`src/rtl/line_rd_pkg.sv`:
```
// Shared types for the camera line FIFO read-side controller.
package line_rd_pkg;

   typedef enum logic [0:0] {
      StWaitSync,
      StRun
   } rd_state_e;

   localparam int unsigned DefLineLen = 1280;
   localparam int unsigned DefLines   = 720;

   // The line FIFO is 1 bit wide; the WIDTH parameter of the top must equal this.
   localparam int unsigned PixWidth = 1;

   typedef struct packed {
      logic [PixWidth-1:0] data;
      logic                sol;
      logic                eol;
      logic                sof;
      logic                eof;
   } beat_t;

endpackage

```
`src/rtl/beat_buf2.sv`:
```
// Two-entry in-order buffer of tagged beats; entry 0 is always the head.
module beat_buf2
   import line_rd_pkg::*;
(
   input  logic       clk,
   input  logic       rst_n,
   input  logic       push,
   input  beat_t      din,
   input  logic       pop,
   input  logic       flush,
   output beat_t      head,
   output logic [1:0] occ
);

   beat_t      ent0_q, ent0_d;
   beat_t      ent1_q, ent1_d;
   logic [1:0] occ_q, occ_d;

   always_comb begin
      ent0_d = ent0_q;
      ent1_d = ent1_q;
      occ_d  = occ_q;
      if (flush) begin
         occ_d = 2'd0;
      end else begin
         unique case ({push, pop})
            2'b10: begin
               if (occ_q == 2'd0) ent0_d = din;
               else               ent1_d = din;
               occ_d = occ_q + 2'd1;
            end
            2'b01: begin
               ent0_d = ent1_q;
               occ_d  = occ_q - 2'd1;
            end
            2'b11: begin
               // Occupancy unchanged; the new beat lands behind whatever stays.
               if (occ_q == 2'd1) begin
                  ent0_d = din;
               end else begin
                  ent0_d = ent1_q;
                  ent1_d = din;
               end
            end
            default: ;
         endcase
      end
   end

   always_ff @(posedge clk or negedge rst_n) begin
      if (!rst_n) begin
         ent0_q <= '0;
         ent1_q <= '0;
         occ_q  <= 2'd0;
      end else begin
         ent0_q <= ent0_d;
         ent1_q <= ent1_d;
         occ_q  <= occ_d;
      end
   end

   assign head = ent0_q;
   assign occ  = occ_q;

endmodule

```
`src/rtl/line_fifo_reader.sv`:
```
// Drains the camera line FIFO into a valid/ready stream tagged with line/frame markers.
module line_fifo_reader
   import line_rd_pkg::*;
#(
   parameter int unsigned WIDTH    = PixWidth,
   parameter int unsigned LINE_LEN = DefLineLen,
   parameter int unsigned LINES    = DefLines
) (
   input  logic             clk,
   input  logic             rst_n,
   input  logic             sync,
   input  logic             fifo_empty,
   input  logic             fifo_full,
   input  logic [WIDTH-1:0] fifo_dout,
   output logic             fifo_rd_en,
   output logic             m_valid,
   input  logic             m_ready,
   output logic [WIDTH-1:0] m_data,
   output logic             m_sol,
   output logic             m_eol,
   output logic             m_sof,
   output logic             m_eof,
   output logic             ovf_err,
   input  logic             err_clr
);

   localparam int unsigned PixW  = (LINE_LEN > 1) ? $clog2(LINE_LEN) : 1;
   localparam int unsigned LineW = (LINES > 1) ? $clog2(LINES) : 1;
   localparam logic [PixW-1:0]  PixLast  = PixW'(LINE_LEN - 1);
   localparam logic [LineW-1:0] LineLast = LineW'(LINES - 1);

   rd_state_e        state_q, state_d;
   logic [PixW-1:0]  pix_q, pix_d;
   logic [LineW-1:0] line_q, line_d;
   logic             inflight_q, inflight_d;
   logic             ovf_q, ovf_d;

   beat_t      cap_beat;
   beat_t      head;
   logic [1:0] occ;
   logic       pop_req;

   assign m_valid = (occ != 2'd0);
   assign pop_req = m_valid && m_ready;

   // A pop in this cycle frees a slot at the same edge, which sustains one beat per cycle.
   assign fifo_rd_en = (state_q == StRun) && !fifo_empty &&
                       (({1'b0, occ} + {2'b00, inflight_q}) < (3'd2 + {2'b00, pop_req}));

   always_comb begin
      cap_beat.data = fifo_dout;
      cap_beat.sol  = (pix_q == '0);
      cap_beat.eol  = (pix_q == PixLast);
      cap_beat.sof  = (pix_q == '0) && (line_q == '0);
      cap_beat.eof  = (pix_q == PixLast) && (line_q == LineLast);
   end

   always_comb begin
      state_d    = state_q;
      pix_d      = pix_q;
      line_d     = line_q;
      inflight_d = 1'b0;
      ovf_d      = ovf_q && !err_clr;
      if (fifo_full) begin
         // The FIFO is wiping itself: drop everything and wait for the next frame.
         state_d = StWaitSync;
         pix_d   = '0;
         line_d  = '0;
         ovf_d   = 1'b1;
      end else begin
         inflight_d = fifo_rd_en;
         unique case (state_q)
            StWaitSync: begin
               if (sync) begin
                  state_d = StRun;
                  pix_d   = '0;
                  line_d  = '0;
               end
            end
            StRun: begin
               if (inflight_q) begin
                  if (pix_q == PixLast) begin
                     pix_d  = '0;
                     line_d = (line_q == LineLast) ? '0 : line_q + LineW'(1);
                  end else begin
                     pix_d = pix_q + PixW'(1);
                  end
               end
            end
            default: state_d = StWaitSync;
         endcase
      end
   end

   always_ff @(posedge clk or negedge rst_n) begin
      if (!rst_n) begin
         state_q    <= StWaitSync;
         pix_q      <= '0;
         line_q     <= '0;
         inflight_q <= 1'b0;
         ovf_q      <= 1'b0;
      end else begin
         state_q    <= state_d;
         pix_q      <= pix_d;
         line_q     <= line_d;
         inflight_q <= inflight_d;
         ovf_q      <= ovf_d;
      end
   end

   beat_buf2 u_buf (
      .clk   (clk),
      .rst_n (rst_n),
      .push  (inflight_q && !fifo_full),
      .din   (cap_beat),
      .pop   (pop_req && !fifo_full),
      .flush (fifo_full),
      .head  (head),
      .occ   (occ)
   );

   assign m_data  = head.data;
   assign m_sol   = head.sol;
   assign m_eol   = head.eol;
   assign m_sof   = head.sof;
   assign m_eof   = head.eof;
   assign ovf_err = ovf_q;

endmodule

```
`config.mk`:
```
export PLATFORM = sky130hd
export DESIGN_NAME = line_fifo_reader
export DESIGN_NICKNAME = d
export VERILOG_FILES = /design/src/rtl/line_rd_pkg.sv /design/src/rtl/beat_buf2.sv /design/src/rtl/line_fifo_reader.sv
export SDC_FILE = /design/constraint.sdc
export NUM_CORES = 1
export LEC_CHECK = 0
export ABC_AREA = 1
export CORE_MARGIN = 5
export CORE_UTILIZATION = 60
export CTS_CLUSTER_SIZE = 30
export DETAILED_ROUTE_END_ITERATION = 8
export DONT_BUFFER_PORTS = 1
export PLACE_DENSITY = 0.76
export SETUP_SLACK_MARGIN = 0.3
export SLEW_MARGIN = 20
export SYNTH_ARGS = -nofsm -noshare
export SYNTH_HDL_FRONTEND = slang
export SYNTH_HIERARCHICAL = 1
export SYNTH_SLANG_ARGS = --single-unit
```
`constraint.sdc`:
```
create_clock -name clk -period 2.8 [get_ports clk]
set_input_delay 0.56 -clock clk [delete_from_list [all_inputs] [get_ports clk]]
set_output_delay 0.56 -clock clk [all_outputs]
set_load 0.1 [all_outputs]
```
# After elaboration in Yosys (flattened, before gate mapping)
# Cells that the tools add are included.
# W data, S select, Z words.
[classes]
multipliers = 0
bitwise = 2
eq_ne = 12
magnitude_cmp = 1
add_sub_neg = 6
shift = 0
mux = 24
n_reduce_logical = 22
div = 0
[ops]
columns = ["operator", "count"]
rows = [
  ["$mux W10", 5],
  ["$mux W11", 4],
  ["$pmux W11 S2", 1],
  ["$mux W5", 4],
  ["$pmux W10 S2", 1],
  ["$pmux W5 S3", 1],
  ["$add A11 B1 Y11 const B", 1],
  ["$eq A11 B11 Y1 const B", 1],
  ["$logic_not A11 Y1", 1],
  ["$add A10 B1 Y10 const B", 1],
  ["$eq A10 B10 Y1 const B", 1],
  ["$logic_not A10 Y1", 1],
  ["$pmux W5 S2", 1],
  ["$logic_and A1 B1 Y1", 8],
  ["$ne A3 B2 Y1 const B", 2],
  ["$reduce_and A3 Y1", 2],
  ["$reduce_bool A3 Y1", 2],
  ["$mux W1", 5],
  ["$eq A2 B1 Y1 const B", 2],
  ["$eq A2 B2 Y1 const B", 2],
  ["$ne A2 B2 Y1 const B", 2],
  ["$pmux W2 S2", 1],
  ["$reduce_and A4 Y1", 1],
  ["$reduce_bool A2 Y1", 2],
  ["other kinds (12)", 15],
]
[word_totals]
in_bits = 8
register_bits = 36
elab_cells = 83
out_inout_bits = 8
rom_bits = 0
latchBits = 0
memories = 0
ramBits = 0

# Longest topological paths before layout
[depth]
ltp_word = 6
ltp_mapped = 10
ltp_nobuf = 10

# Hierarchy
# The synthesis kept the hierarchy.
[modules_own_cells]
columns = ["mod", "seq_area_each_um2", "cells_each", "instances", "area_per_inst_um2"]
rows = [
  ["line_fifo_reader", 600.6, 223, 1, 1642.8],
  ["beat_buf2", 300.3, 95, 1, 711.9],
]

# Least setup slack after synthesis
# No wires, ideal clock.
[synth_timing]
path_type = "flip-flop to output port"
from = "register u_buf.occ_q[0], in the netlist u_buf/occ[0]"
to = "output port fifo_rd_en"
slack_ps = -987
arrival_ps = 3227
path_buffers = 0
required_time_ps = 2240
stages_incl_launch_ff = 6
path_cell_list = "dfrtp_1 -> or2_2 -> nand2_1 -> o21ai_0 -> inv_1 -> nor3_1"
[synth_via]
elab_chain_len = 5
elab_cells_between_ends = 6
classes_between = "2 x add/sub; 1 x order compare; 3 x reduce/logical"
[synth_rtl]
columns = ["item", "line", "rtl"]
rows = [
  ["start, declared", "beat_buf2.sv:17", "logic [1:0] occ_q, occ_d;"],
  ["start signal, assigned", "beat_buf2.sv:54", "occ_q <= 2'd0;"],
  ["start signal, assigned", "beat_buf2.sv:58", "occ_q <= occ_d;"],
  ["$reduce_bool A2 Y1", "line_fifo_reader.sv:43", "assign m_valid = (occ != 2'd0);"],
  ["named net m_valid", "line_fifo_reader.sv:16", "output logic m_valid,"],
  ["$logic_and A1 B1 Y1", "line_fifo_reader.sv:44", "assign pop_req = m_valid && m_ready;"],
  ["$add A2 B1 Y3", "line_fifo_reader.sv:48", "(({1'b0, occ} + {2'b00, inflight_q}) < (3'd2 + {2'b00, pop_req}));"],
  ["$lt A3 B3 Y1", "line_fifo_reader.sv:48", ""],
  ["$logic_and A1 B1 Y1", "line_fifo_reader.sv:47", "assign fifo_rd_en = (state_q == StRun) && !fifo_empty &&"],
  ["end, declared", "line_fifo_reader.sv:15", "output logic fifo_rd_en,"],
]
# The timed path passes the listed nets, and every way through them passes these cells.

# Worst setup path after layout
# Ends and elaborated chain as after synthesis.

==> flow_summary.toml <==
[status]
status = "completed"

[power]
power_density_mw_per_mm2 = 641
peakVddDrop_v = 0.000533
total_power_uw = 1620
leakage_uw = 0.00123

[synth]
seq_area_frac_synth_pct = 38.3
synth_area_leaders = "dfrtp_1 (38%), nand2_1 (12%), nand3_1 (8.5%)"
ys_types = 31
synthTopCellsByCount = "nand2_1 (77), inv_1 (50), nand3_1 (40), dfrtp_1 (36), nor2_1 (31)"
ys_ff_latch = 36
yosys_warnings = 6
synth_edf_count = 0
synth.most_common_cell = "nand2_1"
syn-num-nets = 334
synth_cells = 318
synth.avg_cell_area_um2 = 7.40
async_reset_ff_share_pct = 100
yosysTopAreaCell = "dfrtp_1"
ys.flop_type = "dfrtp_1"
synth_top_area_share_pct = 38.3
synth_area_mm2 = 0.00235

[clock_tree]
clock_latency_ns = 0.30
cts_tree = "yes"
h-tree-depth = 2
clkSinkCount = 36
path_clk_slew_ns = 0.08
cts_made_buffers = 5
cts_root_buf = "clkbuf_8"
max-clock-path-buffers = 2

[floorplanning]
die_x_um = 72.6
die_area_mm2 = 0.00528
die_y_um = 72.6
top_level_ports = 16
rows = 22
core_mm2 = 0.00374
start_util_pct = 62.9

[global_route]
grt_pass1_vias = 1865
antenna_found_initial = 0
grt_max_degree = 37
grt_pass1_wl_um = 8190
track_usage_pct = 19.8
gr-total-overflow = 0

[sta]
slew_viol_final = 0
fin_tns_setup_ns = 0
hold_violations = 0
timing.slew.headroom_pct = 40.2
rsz0062_at_grt = "false"
tightest_slew_ns = 0.897
timing.final.crit_share_pct = 84.8
skew_ns = 0.00822
setup_viol = 0
holdWs_ns = 0.0891
max_freq_ghz = 0.421
finalCriticalPeriod_ns = 2.37

[placed_design]
portBuffers = 0
gp_congestion = 0.852
hpwlAfterDp_um = 3540
placed_area_mm2 = 0.00240
dp_cells = 364

[route]
firstDrtPassIters = 5
drt_iter0_markers = 143
vias = 1975
drt_drc_violations_left = 0
finalWirelength_um = 4750
postRouteAntennaNets = 0
drt-wirelength-per-cell_um = 12.7
via_per_inst = 5.29

[final_layout]
layout-area-overhead-vs-synth_pct = 7.28
final-seq-area_um2 = 902
n_antenna_cell = 0
drive_gt1_share_pct = 13.5
nFillCells = 334
nets = 340
design_area_mm2 = 0.00253
stdcell_count = 373
multiInputGateArea_mm2 = 0.00121

[worst_setup_path]
crit_arrival_ns = 1.81
critPathKind = "flip-flop to output port"
worst_path_max_delay_cell = "dfrtp_2"
ff2ff_setup_slack_ns = 0.93
path_cells = "or2_4, nand2_1, o21ai_1, inv_1, nor3_4, buf_12"
cp_slowest_stage_delay_ns = 0.41
r2r-start = "line_q[0]"
required_ns = 2.24
r2r-end = "u_buf/head[0]"
startpoint_type = "flip-flop"
critPathCaptureType = "output port"
r2r.worst_path.cells = 9
worstPathMaxFanout = 6

[run]
maxCapViolCount = 0

[min_path]
hp-class = "primary input to async pin"
metal layers:
metal / track usage, % / wire length (µm) / up-vias
met5: 0 / 0 / -
met4: 8.61 / 100 / 0
met3: 5.51 / 270 / 11
met2: 30.0 / 2100 / 50
met1: 26.4 / 2290 / 889
li1: - / - / 1025
final cells by class:
cell class,instances,share of cell area [%]
multi-input combinational,223,47.8
sequential,36,35.7
inverter,55,8.47
clock buffer,7,3.42
tap,48,2.38
timing repair buffer,3,1.88
clock inverter,1,0.297
worst max path at each step:
stage / cells after the start / startpoint / end / slack [ns]
floorplan: 5 / u_buf/occ[0] / fifo_rd_en / 0.38
global placement: 6 / u_buf/occ[0] / fifo_rd_en / 0.68
detailed placement: 6 / u_buf/occ[0] / fifo_rd_en / 0.63
CTS: 6 / u_buf/occ[0] / fifo_rd_en / 0.30
global route: 6 / u_buf/occ[0] / fifo_rd_en / 0.33
finish: 6 / u_buf/occ[0] / fifo_rd_en / 0.43
timing repair:
item / 4_1_cts / 5_1_grt
pin swaps: 1 / 1
resized for setup: 0 / 5
hold endpoints to repair: 36 / 0
setup endpoints to repair: 1 / 1
setup buffers: 0 / 0
hold buffers: 1 / 0
cell usage in the layout, fill, tap and decap left out, types with 5 or more instances in the layout:
cell type,Yosys,final
a21oi_1,5,5
clkbuf_8,0,6
dfrtp_1,36,35
ha_1,8,8
inv_1,50,50
nand2_1,77,77
nand2_2,7,7
nand3_1,40,40
nand4_1,12,12
nor2_1,31,31
nor3_1,7,6
o21ai_0,7,6
o21ai_2,6,6
through the flow:
| step | worst slack, ns | util [%] |
|---|---|---|
| finish | 0.427 | 67.5 |
| global route | 0.328 | 67.5 |
| CTS | 0.303 | 67.1 |
| detailed placement | 0.630 | 64.1 |
| global placement | 0.678 | 64.1 |
| floorplan | 0.378 | - |
flip-flops by register name, summed over array words and instances, names as in the netlist:
name / cells
inflight_q: 1
line_q: 10
ovf_err: 1
pix_q: 11
state_q: 1
u_buf/ent1_q: 5
u_buf/head: 5
u_buf/occ: 2
critical path: cells and delay by family, from the launching register on:
| kind | cells | cell delay [ns] |
|---|---|---|
| buffers and inverters | 2 | 0.29 |
| and+or+nand+nor | 3 | 0.67 |
| AOI/OAI and AO/OA | 1 | 0.14 |
| DFF | 1 | 0.41 |
logic make-up after synthesis:
kind of cell | Yosys count | synth area share [%]
XOR/XNOR | 3 | 1.12
AND/OR/NAND/NOR | 190 | 39.1
flip-flops | 36 | 38.3
buffers and inverters | 59 | 11.0
adder cells (fa/ha/maj) | 8 | 4.25
AO/OA/AOI/OAI | 22 | 6.32
power by group:
group	switching, µW	internal (µW)
clock network	191	200
registers	272	577
logic	260	119
total	723	896
Power figures use the tool's default switching activity.
